## config.mk

```make
export PLATFORM = sky130hd
export DESIGN_NAME = dkong_dma_arb
export DESIGN_NICKNAME = d
export VERILOG_FILES = /design/src/rtl/dkong_dma_arb_pkg.sv /design/src/rtl/dkong_dma_arb.sv
export SDC_FILE = /design/constraint.sdc
export NUM_CORES = 1
export LEC_CHECK = 0
export CELL_PAD_IN_SITES_DETAIL_PLACEMENT = 0
export CELL_PAD_IN_SITES_GLOBAL_PLACEMENT = 1
export CORE_AREA = 2 2 85 55
export CTS_BUF_LIST = sky130_fd_sc_hd__clkbuf_4 sky130_fd_sc_hd__clkbuf_8
export CTS_CLUSTER_DIAMETER = 80
export DETAILED_ROUTE_END_ITERATION = 6
export DIE_AREA = 0 0 87 57
export GPL_TIMING_DRIVEN = 0
export PLACE_DENSITY = 0.81
export SLEW_MARGIN = 40
export SYNTH_ARGS = -nofsm -noshare
export SYNTH_HDL_FRONTEND = slang
export SYNTH_SLANG_ARGS = --single-unit
```

## constraint.sdc

```tcl
create_clock -name I_CLK -period 1.7 [get_ports I_CLK]
set_input_delay 0.51 -clock I_CLK [delete_from_list [all_inputs] [get_ports I_CLK]]
set_output_delay 0.51 -clock I_CLK [all_outputs]
set_load 0.1 [all_outputs]
```

## src/rtl/dkong_dma_arb_pkg.sv

```systemverilog
// Shared state encoding and default timing constants for the Z80 / sprite-DMA bus arbiter.
// The bench imports this package, so it uses the same timing values as the RTL.
package dkong_dma_arb_pkg;

   typedef enum logic [2:0] {
      ST_IDLE  = 3'd0,
      ST_REQ   = 3'd1,
      ST_GRANT = 3'd2,
      ST_REL   = 3'd3,
      ST_GAP   = 3'd4
   } arb_state_t;

   localparam logic [7:0] ACK_TIMEOUT = 8'd255;
   localparam logic [3:0] REL_GAP     = 4'd2;

endpackage

```

## src/rtl/dkong_dma_arb.sv

```systemverilog
// Bus arbiter between the Z80 CPU and the sprite DMA for the shared object RAM.
// Turns DMA HRQ into a BUSRQn/BUSAKn handshake and steers the RAM address to the bus owner.
module dkong_dma_arb
   import dkong_dma_arb_pkg::*;
#(
   parameter logic [7:0] ACK_TO  = ACK_TIMEOUT,
   parameter logic [3:0] REL_GP  = REL_GAP
) (
   input  logic       I_CLK,
   input  logic       I_RST,
   input  logic       I_CLK_EN,
   input  logic       I_DMA_HRQ,
   output logic       O_DMA_HLDA,
   output logic       O_CPU_BUSRQn,
   input  logic       I_CPU_BUSAKn,
   input  logic [9:0] I_CPU_A,
   input  logic       I_CPU_CS,
   input  logic [9:0] I_DMA_AS,
   input  logic       I_DMA_CES,
   output logic [9:0] O_RAM_A,
   output logic       O_RAM_CS,
   output logic       O_BUSY,
   output logic       O_TIMEOUT
);

   arb_state_t state, state_nx;
   logic [7:0] to_cnt, to_cnt_nx;
   logic [3:0] gap_cnt, gap_cnt_nx;
   logic       busrq_nx, hlda_nx, busy_nx, timeout_nx;
   logic       gap_done;
   logic       sel_dma;

   // Wide compare so REL_GP of zero leaves GAP after a single cycle instead of wrapping.
   assign gap_done = ({1'b0, gap_cnt} + 5'd1) >= {1'b0, REL_GP};

   always_comb begin
      state_nx   = state;
      to_cnt_nx  = to_cnt;
      gap_cnt_nx = gap_cnt;
      busrq_nx   = O_CPU_BUSRQn;
      hlda_nx    = O_DMA_HLDA;
      timeout_nx = O_TIMEOUT;
      case (state)
         ST_IDLE: begin
            if (I_DMA_HRQ) begin
               state_nx  = ST_REQ;
               busrq_nx  = 1'b0;
               to_cnt_nx = 8'd0;
            end
         end
         ST_REQ: begin
            // A withdrawn request beats a simultaneous acknowledge.
            if (!I_DMA_HRQ) begin
               state_nx = ST_REL;
               busrq_nx = 1'b1;
            end else if (!I_CPU_BUSAKn) begin
               state_nx = ST_GRANT;
               hlda_nx  = 1'b1;
            end else if (to_cnt == ACK_TO) begin
               state_nx   = ST_REL;
               busrq_nx   = 1'b1;
               timeout_nx = 1'b1;
            end else begin
               to_cnt_nx = to_cnt + 8'd1;
            end
         end
         ST_GRANT: begin
            // CPU taking the bus back mid-grant is treated like a release.
            if (!I_DMA_HRQ || I_CPU_BUSAKn) begin
               state_nx = ST_REL;
               hlda_nx  = 1'b0;
               busrq_nx = 1'b1;
            end
         end
         ST_REL: begin
            if (I_CPU_BUSAKn) begin
               state_nx   = ST_GAP;
               gap_cnt_nx = 4'd0;
            end
         end
         ST_GAP: begin
            if (gap_done) state_nx = ST_IDLE;
            else          gap_cnt_nx = gap_cnt + 4'd1;
         end
         default: begin
            state_nx = ST_IDLE;
            busrq_nx = 1'b1;
            hlda_nx  = 1'b0;
         end
      endcase
      busy_nx = (state_nx != ST_IDLE);
   end

   always_ff @(posedge I_CLK or posedge I_RST) begin
      if (I_RST) begin
         state        <= ST_IDLE;
         to_cnt       <= 8'd0;
         gap_cnt      <= 4'd0;
         O_CPU_BUSRQn <= 1'b1;
         O_DMA_HLDA   <= 1'b0;
         O_BUSY       <= 1'b0;
         O_TIMEOUT    <= 1'b0;
      end else if (I_CLK_EN) begin
         state        <= state_nx;
         to_cnt       <= to_cnt_nx;
         gap_cnt      <= gap_cnt_nx;
         O_CPU_BUSRQn <= busrq_nx;
         O_DMA_HLDA   <= hlda_nx;
         O_BUSY       <= busy_nx;
         O_TIMEOUT    <= timeout_nx;
      end
   end

   assign sel_dma  = (state == ST_GRANT);
   assign O_RAM_A  = sel_dma ? I_DMA_AS  : I_CPU_A;
   assign O_RAM_CS = sel_dma ? I_DMA_CES : I_CPU_CS;

endmodule

```

# After elaboration in Yosys (flattened, before gate mapping)
# Cells that the tools add are included.
# totals
out_inout_bits	15
input_bits	27
reg_bits	19
wordCells	69
# op_classes
n_lt_le_gt_ge	1
eq_ne	15
add_sub_neg	3
reduce_logical	13
bitwise	2
n_mux	28
# ops
operator	count
8-bit 2-to-1 mux	4
3-bit 2-to-1 mux	7
8-bit one-hot mux with 2 select lines	1
3-bit one-hot mux with 5 select lines	1
2-bit inequality test (second input constant)	7
6-bit AND reduction	2
10-bit 2-to-1 mux	1
5-bit AND reduction	2
1-bit 2-to-1 mux	9
8-bit by 1-bit adder with 8-bit output (second input constant)	1
8-bit equality test (second input constant)	1
4-bit 2-to-1 mux	2
4-bit one-hot mux with 2 select lines	1
3-bit by 2-bit equality test with 1-bit output (second input constant)	2
3-bit inequality test (second input constant)	2
4-bit by 1-bit adder with 5-bit output (second input constant)	1
5-bit by 2-bit >= comparator with 1-bit output (second input constant)	1
4-bit by 1-bit adder with 4-bit output (second input constant)	1
1-bit one-hot mux with 4 select lines	1
4-bit AND reduction	1
2-bit nonzero test	2
3-bit by 1-bit equality test with 1-bit output (second input constant)	1
3-bit equality test (second input constant)	1
3-bit zero test	1
other kinds (8)	9

# Logic depth before layout (Yosys ltp)
# Gate-level depths: netlist (run 1).
# depth
ltp_word	6
depth_mapped	7

# Worst setup path after synthesis (run 1)
# No wires, ideal clock.
# synth_path
path_kind	reg-to-output
start	reg state[1]
end	out O_RAM_A[0]
arrival_time_ns	1.567
path_stages_with_launch	6
required_ns	1.190
n_path_buf	2
setup_slack_ns	-0.377
path_cell_list	dfrtp_1 > buf_6 > inv_1 > nor3_1 > buf_2 > mux2_2
# synth_between
elab_chain_len	2
# synth_rtl
element	line	text
start, declared	dkong_dma_arb.sv:26	arb_state_t state, state_nx;
start signal, assigned	dkong_dma_arb.sv:104	state <= state_nx;
3-bit by 2-bit equality test with 1-bit output	dkong_dma_arb.sv:114	assign sel_dma = (state == ST_GRANT);
10-bit 2-to-1 mux	dkong_dma_arb.sv:115	assign O_RAM_A = sel_dma ? I_DMA_AS : I_CPU_A;
end, declared	dkong_dma_arb.sv:20	output logic [9:0] O_RAM_A,
# Every way passes these cells.

# Final worst setup path (run 1)
# layout_path
start	reg state[1]
end	out O_RAM_A[6]
# Same word-level chain as after synthesis.

==> qor.csv, run 1 <==
stage,metric,value,unit
drt,WL/cell,15.23,um
worst_setup_path,crit-path max cell delay,0.37,ns
sta,Max Freq,0.4497,GHz
worst_setup_path,Worst Path Buf+Inv,4,
final_layout,Sequential Area,476.7,um^2
worst_setup_path,Worst path slowest cell,dfrtp_1,
status,status,finished with violations,
worst_setup_path,RR Startpoint,state[1]$_DFFE_PP0P_,
sta,minimum clock period,2.224,ns
min_path,Min-Delay Endpoint,O_TIMEOUT$_DFFE_PP0P_,
sta,worst hold slack,0.4631,ns
clock_tree,clk slew on worst S/H paths,0.07,ns
worst_setup_path,CP startpoint kind,flop,
placed_design,DPL Wire Length,2.520,mm
placed_design,Port Buf Inserts,41,
final_layout,final-stage net count,219,
global_routing,vias in the first global route,1177,
sta,Post-Route Skew,0.002828,ns
sta,slew margin rel.,66.52,%
pwr,PD cells,1678,nW/um^2
pwr,Reg power frac,18.7,%
clock_tree,CTS tree,yes,
placed_design,GPL Wtd Cong,0.7694,
worst_setup_path,critical path peak fanout,5,
placed_design,number of cells after detailed placement,223,
floorplanning,Die W,87,um
global_routing,Tot GR Track Use,14.89,%
synthesis,Seq cells post-synth,19,
worst_setup_path,CP Cell Sequence,buf_6 > inv_8 > nor3_4 > buf_6 > mux2_4 > buf_12,
sta,unrepaired setup endpoints after global routing,true,
floorplanning,DIE AREA,4959,um^2
drt,drt pass-1 iters,6,
floorplanning,die height,57,um
final_layout,area grow syn2layout,68.00,%
synthesis,Post-synth EDFFs,0,
pwr,NetSw,1.754,mW
sta,period utilization,130.8,%
clock_tree,clock sink total,19,
global_routing,pin count of the biggest net entering global routing,20,
pwr,Clk pwr share,9.7,%
min_path,HP Start,O_TIMEOUT$_DFFE_PP0P_,
pwr,internal power,1.763,mW
synthesis,asr flop ratio synth,100.0,%
synthesis,Post-Syn Nets,160,
synthesis,synth top area cells,"dfrtp_1 (36%), mux2_2 (9.9%), nor2_1 (3.9%), nor3_1 (3.2%), a31oi_1 (3.0%)",
clock_tree,Hold Buf Count CTS,0,
drt,total number of vias,1210,
worst_setup_path,reg2reg path depth,8,
pwr,combinational power share,71.6,%
global_routing,first-pass GRT wire length,5.816,mm
pwr,peak supply drop,476.8,uV
floorplanning,row count,19,
drt,Via density,5.042,
floorplanning,Starting Density,29.31,%
sta,final setup fails,21,
worst_setup_path,cell family with most CP delay,buffers and inverters,
final_layout,layout cells sized above 1,37.77,%
synthesis,Mapped Cells,130,
min_path,Worst Hold Class,flop to flop,
synthesis,Netlist cell types,39,
flow_run,max cap viols,0,
synthesis,post-synth top area cell,dfrtp_1,
clock_tree,Clock Tree Buf Depth,2,
pwr,Sw Share,49.87,%
drt,DRC viols,0,
min_path,hold path depth,1,
worst_setup_path,worst setup path class,flop to primary output,
floorplanning,core area,4255,um^2
drt,Routed Antenna Nets,0,
clock_tree,Worst-Skew Late Latency,0.26,ns
drt,1st-iter DRT viols,76,
clock_tree,CTS Buf Count,3,
synthesis,Ys Warns,0,
worst_setup_path,Critical Path Sink Type,primary output,
worst_setup_path,"most used cell, CP",buf_6,
sta,worst slew pin tran,0.5058,ns
worst_setup_path,CP Data Required Time,1.19,ns
final_layout,# diodes,0,
final_layout,Non-Filler Instances,240,
synthesis,Synth Cell Area,1247,um^2
sta,Fin Setup TNS,-6.431,ns
sta,Final Max Slew Viols,0,
final_layout,area occupied by multi-input gates,799.5,um^2
synthesis,part of the Yosys area used for sequential elements,38.21,%
worst_setup_path,data arrival time of the worst path,1.71,ns
global_routing,initial antenna violation count,0,
global_routing,total gr overflow,0,
floorplanning,# IOs,42,
pwr,Lkg Pwr,0.9310,nW
placed_design,Place WS,-0.4782,ns
sta,Final Hold Violating Endpoints,0,
worst_setup_path,RR Endpoint,to_cnt[6]$_DFFE_PP0P_,
clock_tree,CTS root buffer,clkbuf_8,
final_layout,fill cell count,381,
worst_setup_path,r2r setup slk,-0.14,ns
drt,WL final,3.655,mm
synthesis,"Top FF cell, synth",dfrtp_1,
status,failing checks,negative setup slack,
synthesis,area share of the largest cell type after synthesis,36.11,%
clock_tree,H-tree lvl count,1,
synthesis,Mapped Avg Cell Area,9.596,um^2
sta,worst setup margin,-0.5239,ns
-- cell usage in the layout, fill, tap and decap left out, types with 5 or more instances in the layout --
cell type	n
clkdlybuf4s50_1	23
dfrtp_1	18
mux2_4	12
nor2_1	11
buf_4	11
buf_12	11
buf_6	7
o21ai_0	7
a21oi_1	7
nand2_1	7
a31oi_1	6
inv_1	5
nor3_1	5
-- synthesized netlist by cell type, types with 2 or more instances --
library cell / n
mux2i_1: 2
and2_1: 3
ha_1: 3
dfrtp_1: 18
mux2_2: 11
nor2_1: 13
a31oi_1: 6
xnor2_1: 2
and2_4: 2
nand3_1: 3
nor3_1: 8
buf_2: 2
and4b_1: 2
nand2_1: 8
a21oi_1: 7
and3_1: 3
o21ai_0: 7
buf_6: 3
inv_1: 7
-- worst max path at each step --
stage | startpoint | to | slack [ns] | cells past startpoint
2_1_floorplan | state[1]$_DFFE_PP0P_ | O_RAM_A[0] | -0.12 | 5
3_3_place_gp | I_CPU_A[0] | O_RAM_A[0] | -1.09 | 3
3_5_place_dp | I_CLK_EN | to_cnt[0]$_DFFE_PP0P_ | -0.48 | 6
4_1_cts | state[0]$_DFFE_PP0P_ | O_RAM_A[5] | -0.53 | 5
5_1_grt | state[1]$_DFFE_PP0P_ | O_RAM_A[6] | -0.58 | 6
6_report | state[1]$_DFFE_PP0P_ | O_RAM_A[6] | -0.52 | 6
-- state kept, by name (all words and copies together), names as in the netlist --
register / flops
to_cnt: 8
gap_cnt: 4
O_DMA_HLDA: 1
state: 3
O_CPU_BUSRQn: 1
O_BUSY: 1
O_TIMEOUT: 1
-- metal layers --
layer	GRT usage, %	up-vias	share of wire, %
met3	3.039	6	3.8
met5	0	-	0
met2	25.19	35	51
met1	19.95	588	44
li1	-	581	-
met4	2.902	0	0.96
-- stage by stage --
step / power, mW / instance area [um^2] / utilization [%]
floorplan: 2.285 / 1308 / -
global placement: 2.680 / 1783 / 41.90
detailed placement: 2.579 / 1708 / 40.14
CTS: 3.355 / 1991 / 46.78
global route: 3.661 / 2096 / 49.25
finish: 3.517 / 2096 / 49.25
-- cells by family (layout without fill, tap and decap cells) --
family | Yosys count | count (layout) | synth area share, %
AO/OA/AOI/OAI | 26 | 26 | 13.54
XOR/XNOR | 3 | 3 | 2.107
adder cells (fa/ha/maj) | 3 | 3 | 3.009
buffers and inverters | 13 | 71 | 5.918
flip-flops | 19 | 19 | 38.21
multiplexers | 15 | 15 | 13.64
AND/OR/NAND/NOR | 51 | 51 | 23.57
-- power groups by stage --
stage / Clock [mW] / Sequential, mW / Combinational [mW]
finish: 0.340 / 0.658 / 2.52
global route: 0.365 / 0.672 / 2.62
CTS: 0.348 / 0.655 / 2.35
detailed placement: 0 / 0.662 / 1.92
global placement: 0 / 0.654 / 2.03
floorplan: 0 / 0.892 / 1.39
-- layout make-up --
cell class	instances	share of cell area, %
timing repair buffer	55	29.91
tap	52	3.104
multi-input combinational	98	38.15
sequential	19	22.75
clock buffer	4	2.328
inverter	7	1.612
buffer	5	2.149
-- repair_timing --
action	4_1_cts	5_1_grt
cloned	1	0
setup endpoints to repair	22	20
resized for setup	56	15
pin swaps	4	9
buffers inserted	6	7
Power figures use the tool's default switching activity.
==> run 2: changes to the inputs <==
--- a/config.mk
+++ b/config.mk
@@ -5,13 +5,11 @@
 export SDC_FILE = /design/constraint.sdc
 export NUM_CORES = 1
 export LEC_CHECK = 0
-export CELL_PAD_IN_SITES_DETAIL_PLACEMENT = 0
-export CELL_PAD_IN_SITES_GLOBAL_PLACEMENT = 1
-export CORE_AREA = 2 2 85 55
+export CORE_AREA = 2 2 74 48
 export CTS_BUF_LIST = sky130_fd_sc_hd__clkbuf_4 sky130_fd_sc_hd__clkbuf_8
 export CTS_CLUSTER_DIAMETER = 80
 export DETAILED_ROUTE_END_ITERATION = 6
-export DIE_AREA = 0 0 87 57
+export DIE_AREA = 0 0 76 50
 export GPL_TIMING_DRIVEN = 0
 export PLACE_DENSITY = 0.81
 export SLEW_MARGIN = 40
==> run 2 against run 1 <==
  * The flow still finishes with violations (negative setup slack)
  * Via count up 3.8%
  * Clock power down 1%
  * Critical endpoint is now O_RAM_A[2]
  * Die area down 23%
  * Wire length up 12%
==> qor.csv, run 2 (same netlist as run 1, synthesis figures left out) <==
stage,metric,value,unit,change
status,status,finished with violations,,
status,failing checks,negative setup slack,,
floorplanning,Die W,76,um,-13%
final_layout,"most common cell after layout, fill and taps aside",clkdlybuf4s50_1,,
worst_setup_path,Critical Path Sink Type,primary output,,
placed_design,Place WS,-0.5764,ns,-0.09821 ns
clock_tree,clk slew on worst S/H paths,0.07,ns,about the same
clock_tree,Hold Buf Count CTS,0,,unchanged
floorplanning,die height,50,um,-12%
final_layout,"Most flops, register",to_cnt,,
worst_setup_path,Worst path slowest cell,dfrtp_1,,
pwr,PD cells,1727,nW/um^2,+2.9%
global_routing,total gr overflow,0,,unchanged
min_path,hold path depth,1,,unchanged
floorplanning,core area,3103,um^2,-27%
worst_setup_path,reg2reg path depth,7,,-1
pwr,combinational power share,70.9,%,-0.7 points
global_routing,vias in the first global route,1253,,+6.5%
clock_tree,CTS root buffer,clkbuf_8,,
floorplanning,DIE AREA,3800,um^2,-23%
clock_tree,Worst-Skew Late Latency,0.26,ns,about the same
clock_tree,H-tree lvl count,1,,unchanged
global_routing,Tot GR Track Use,21.27,%,+6.4 points
final_layout,most frequent cells in the layout,"clkdlybuf4s50_1 (23), dfrtp_1 (18), nor2_1 (12)",,
sta,Post-Route Skew,0.006092,ns,+0.003264 ns
sta,worst setup margin,-0.5389,ns,-0.01497 ns
worst_setup_path,RR Endpoint,gap_cnt[0]$_DFFE_PP0P_,,
sta,period utilization,131.7,%,+0.88 points
global_routing,initial antenna violation count,0,,unchanged
final_layout,# diodes,0,,unchanged
placed_design,GPL Wtd Cong,0.9259,,+20%
final_layout,area grow syn2layout,59.48,%,
drt,drt pass-1 iters,4,,-2
pwr,internal power,1.662,mW,-5.7%
min_path,HP Start,O_TIMEOUT$_DFFE_PP0P_,,
pwr,NetSw,1.773,mW,+1.1%
worst_setup_path,critical path peak fanout,6,,+1
pwr,Reg power frac,19.3,%,+0.6 points
floorplanning,Starting Density,40.20,%,+11 points
sta,minimum clock period,2.239,ns,+0.01497 ns
drt,1st-iter DRT viols,120,,+58%
drt,Via density,5.533,,+9.7%
sta,final setup fails,15,,-29%
sta,worst hold slack,0.4946,ns,+0.03152 ns
floorplanning,row count,16,,-3
drt,DRC viols,0,,unchanged
global_routing,first-pass GRT wire length,6.368,mm,+9.5%
clock_tree,CTS tree,yes,,
sta,slew margin rel.,54.05,%,-12 points
worst_setup_path,cell family with most CP delay,buffers and inverters,,
final_layout,fill cell count,249,,-35%
pwr,Lkg Pwr,0.8796,nW,-5.5%
final_layout,design area,1989,um^2,-5.1%
pwr,peak supply drop,1015,uV,+110%
sta,worst slew pin tran,0.6851,ns,+0.1793 ns
min_path,Worst Hold Class,flop to flop,,
worst_setup_path,data arrival time of the worst path,1.73,ns,+0.02 ns
pwr,Sw Share,51.61,%,+1.7 points
worst_setup_path,crit-path max cell delay,0.39,ns,+0.02 ns
pwr,Clk pwr share,9.8,%,about the same
clock_tree,clock sink total,19,,unchanged
drt,WL final,4.105,mm,+12%
worst_setup_path,Worst Path Buf+Inv,3,,-1
placed_design,Port Buf Inserts,41,,unchanged
min_path,Min-Delay Endpoint,O_TIMEOUT$_DFFE_PP0P_,,
final_layout,layout cells sized above 1,32.97,%,-4.8 points
final_layout,Sequential Area,476.7,um^2,unchanged
worst_setup_path,CP Data Required Time,1.19,ns,about the same
drt,total number of vias,1256,,+3.8%
worst_setup_path,"most used cell, CP",buf_6,,
final_layout,Non-Filler Instances,227,,-5.4%
flow_run,max cap viols,0,,unchanged
sta,Fin Setup TNS,-6.319,ns,+0.1113 ns
sta,Final Max Slew Viols,0,,unchanged
final_layout,max reg flops,8,,unchanged
final_layout,final-stage net count,213,,-2.7%
worst_setup_path,CP startpoint kind,flop,,
worst_setup_path,r2r setup slk,-0.21,ns,-0.07 ns
sta,Max Freq,0.4467,GHz,-0.67%
floorplanning,# IOs,42,,unchanged
worst_setup_path,RR Startpoint,state[0]$_DFFE_PP0P_,,
sta,unrepaired setup endpoints after global routing,true,,
sta,Final Hold Violating Endpoints,0,,unchanged
placed_design,DPL Wire Length,2.736,mm,+8.6%
global_routing,pin count of the biggest net entering global routing,20,,unchanged
clock_tree,Clock Tree Buf Depth,2,,unchanged
final_layout,Largest regs,"to_cnt (8), gap_cnt (4), state (3)",,
placed_design,total placed instance area,1699,um^2,-0.51%
drt,WL/cell,18.08,um,+19%
worst_setup_path,CP Cell Sequence,buf_6 > nor3_4 > buf_6 > mux2_4 > buf_12,,
final_layout,area occupied by multi-input gates,773.2,um^2,-3.3%
clock_tree,CTS Buf Count,3,,unchanged
worst_setup_path,worst setup path class,flop to primary output,,
drt,Routed Antenna Nets,0,,unchanged
placed_design,number of cells after detailed placement,216,,-3.1%
==> run 2: worst max path at each step <==
stage,startpoint,end,slack [ns],depth (start not counted)
CTS,state[0]$_DFFE_PP0P_,O_RAM_A[4],-0.51,5
detailed placement,I_CPU_BUSAKn,gap_cnt[0]$_DFFE_PP0P_,-0.58,5
floorplan,state[1]$_DFFE_PP0P_,O_RAM_A[0],-0.12,5
finish,state[2]$_DFFE_PP0P_,O_RAM_A[2],-0.54,5
global route,state[2]$_DFFE_PP0P_,O_RAM_A[2],-0.59,5
global placement,I_CPU_CS,O_RAM_CS,-1.05,3
==> run 2: power by group through the flow <==
| stage | sequential [mW] | combinational [mW] | clock [mW] |
|---|---|---|---|
| 2_1_floorplan | 0.892 | 1.39 | 0 |
| 3_3_place_gp | 0.654 | 2.01 | 0 |
| 3_5_place_dp | 0.661 | 1.94 | 0 |
| 4_1_cts | 0.655 | 2.31 | 0.339 |
| 5_1_grt | 0.678 | 2.53 | 0.361 |
| 6_report | 0.663 | 2.44 | 0.336 |
==> run 2: final cells by class <==
cell class                 count  share of cell area, %
timing repair buffer          49                  27.86
multi-input combinational     98                  38.87
tap                           45                  2.830
sequential                    19                  23.96
clock buffer                   4                  2.453
inverter                       7                  1.572
buffer                         5                  2.453
==> run 2: worst register-to-register path, delay by kind of cell, from the launching register on <==
kind,cells,cell delay [ns]
DFF,1,0.40
buffers and inverters,2,0.29
muxes,1,0.34
and+or+nand+nor,3,0.53
AOI/OAI and AO/OA,1,0.22
==> run 2: per-layer routing <==
metal	wire, um	track usage, %	part of all wire (%)	vias up
met2	2079	37.65	51	55
met3	230	3.480	5.6	8
met1	1730	28.25	42	621
met4	64	3.333	1.6	0
li1	-	-	-	572
met5	0	0	0	-
==> run 2: what timing repair did <==
action,CTS,global route
cloned,1,0
pin swaps,3,5
setup endpoints to repair,25,21
gates resized for setup,52,6
setup buffers,3,4
==> run 2: per-stage QoR <==
step	power (mW)	util, %
floorplan	2.285	-
global placement	2.669	57.18
detailed placement	2.599	54.76
CTS	3.308	62.62
global route	3.569	64.11
finish	3.436	64.11
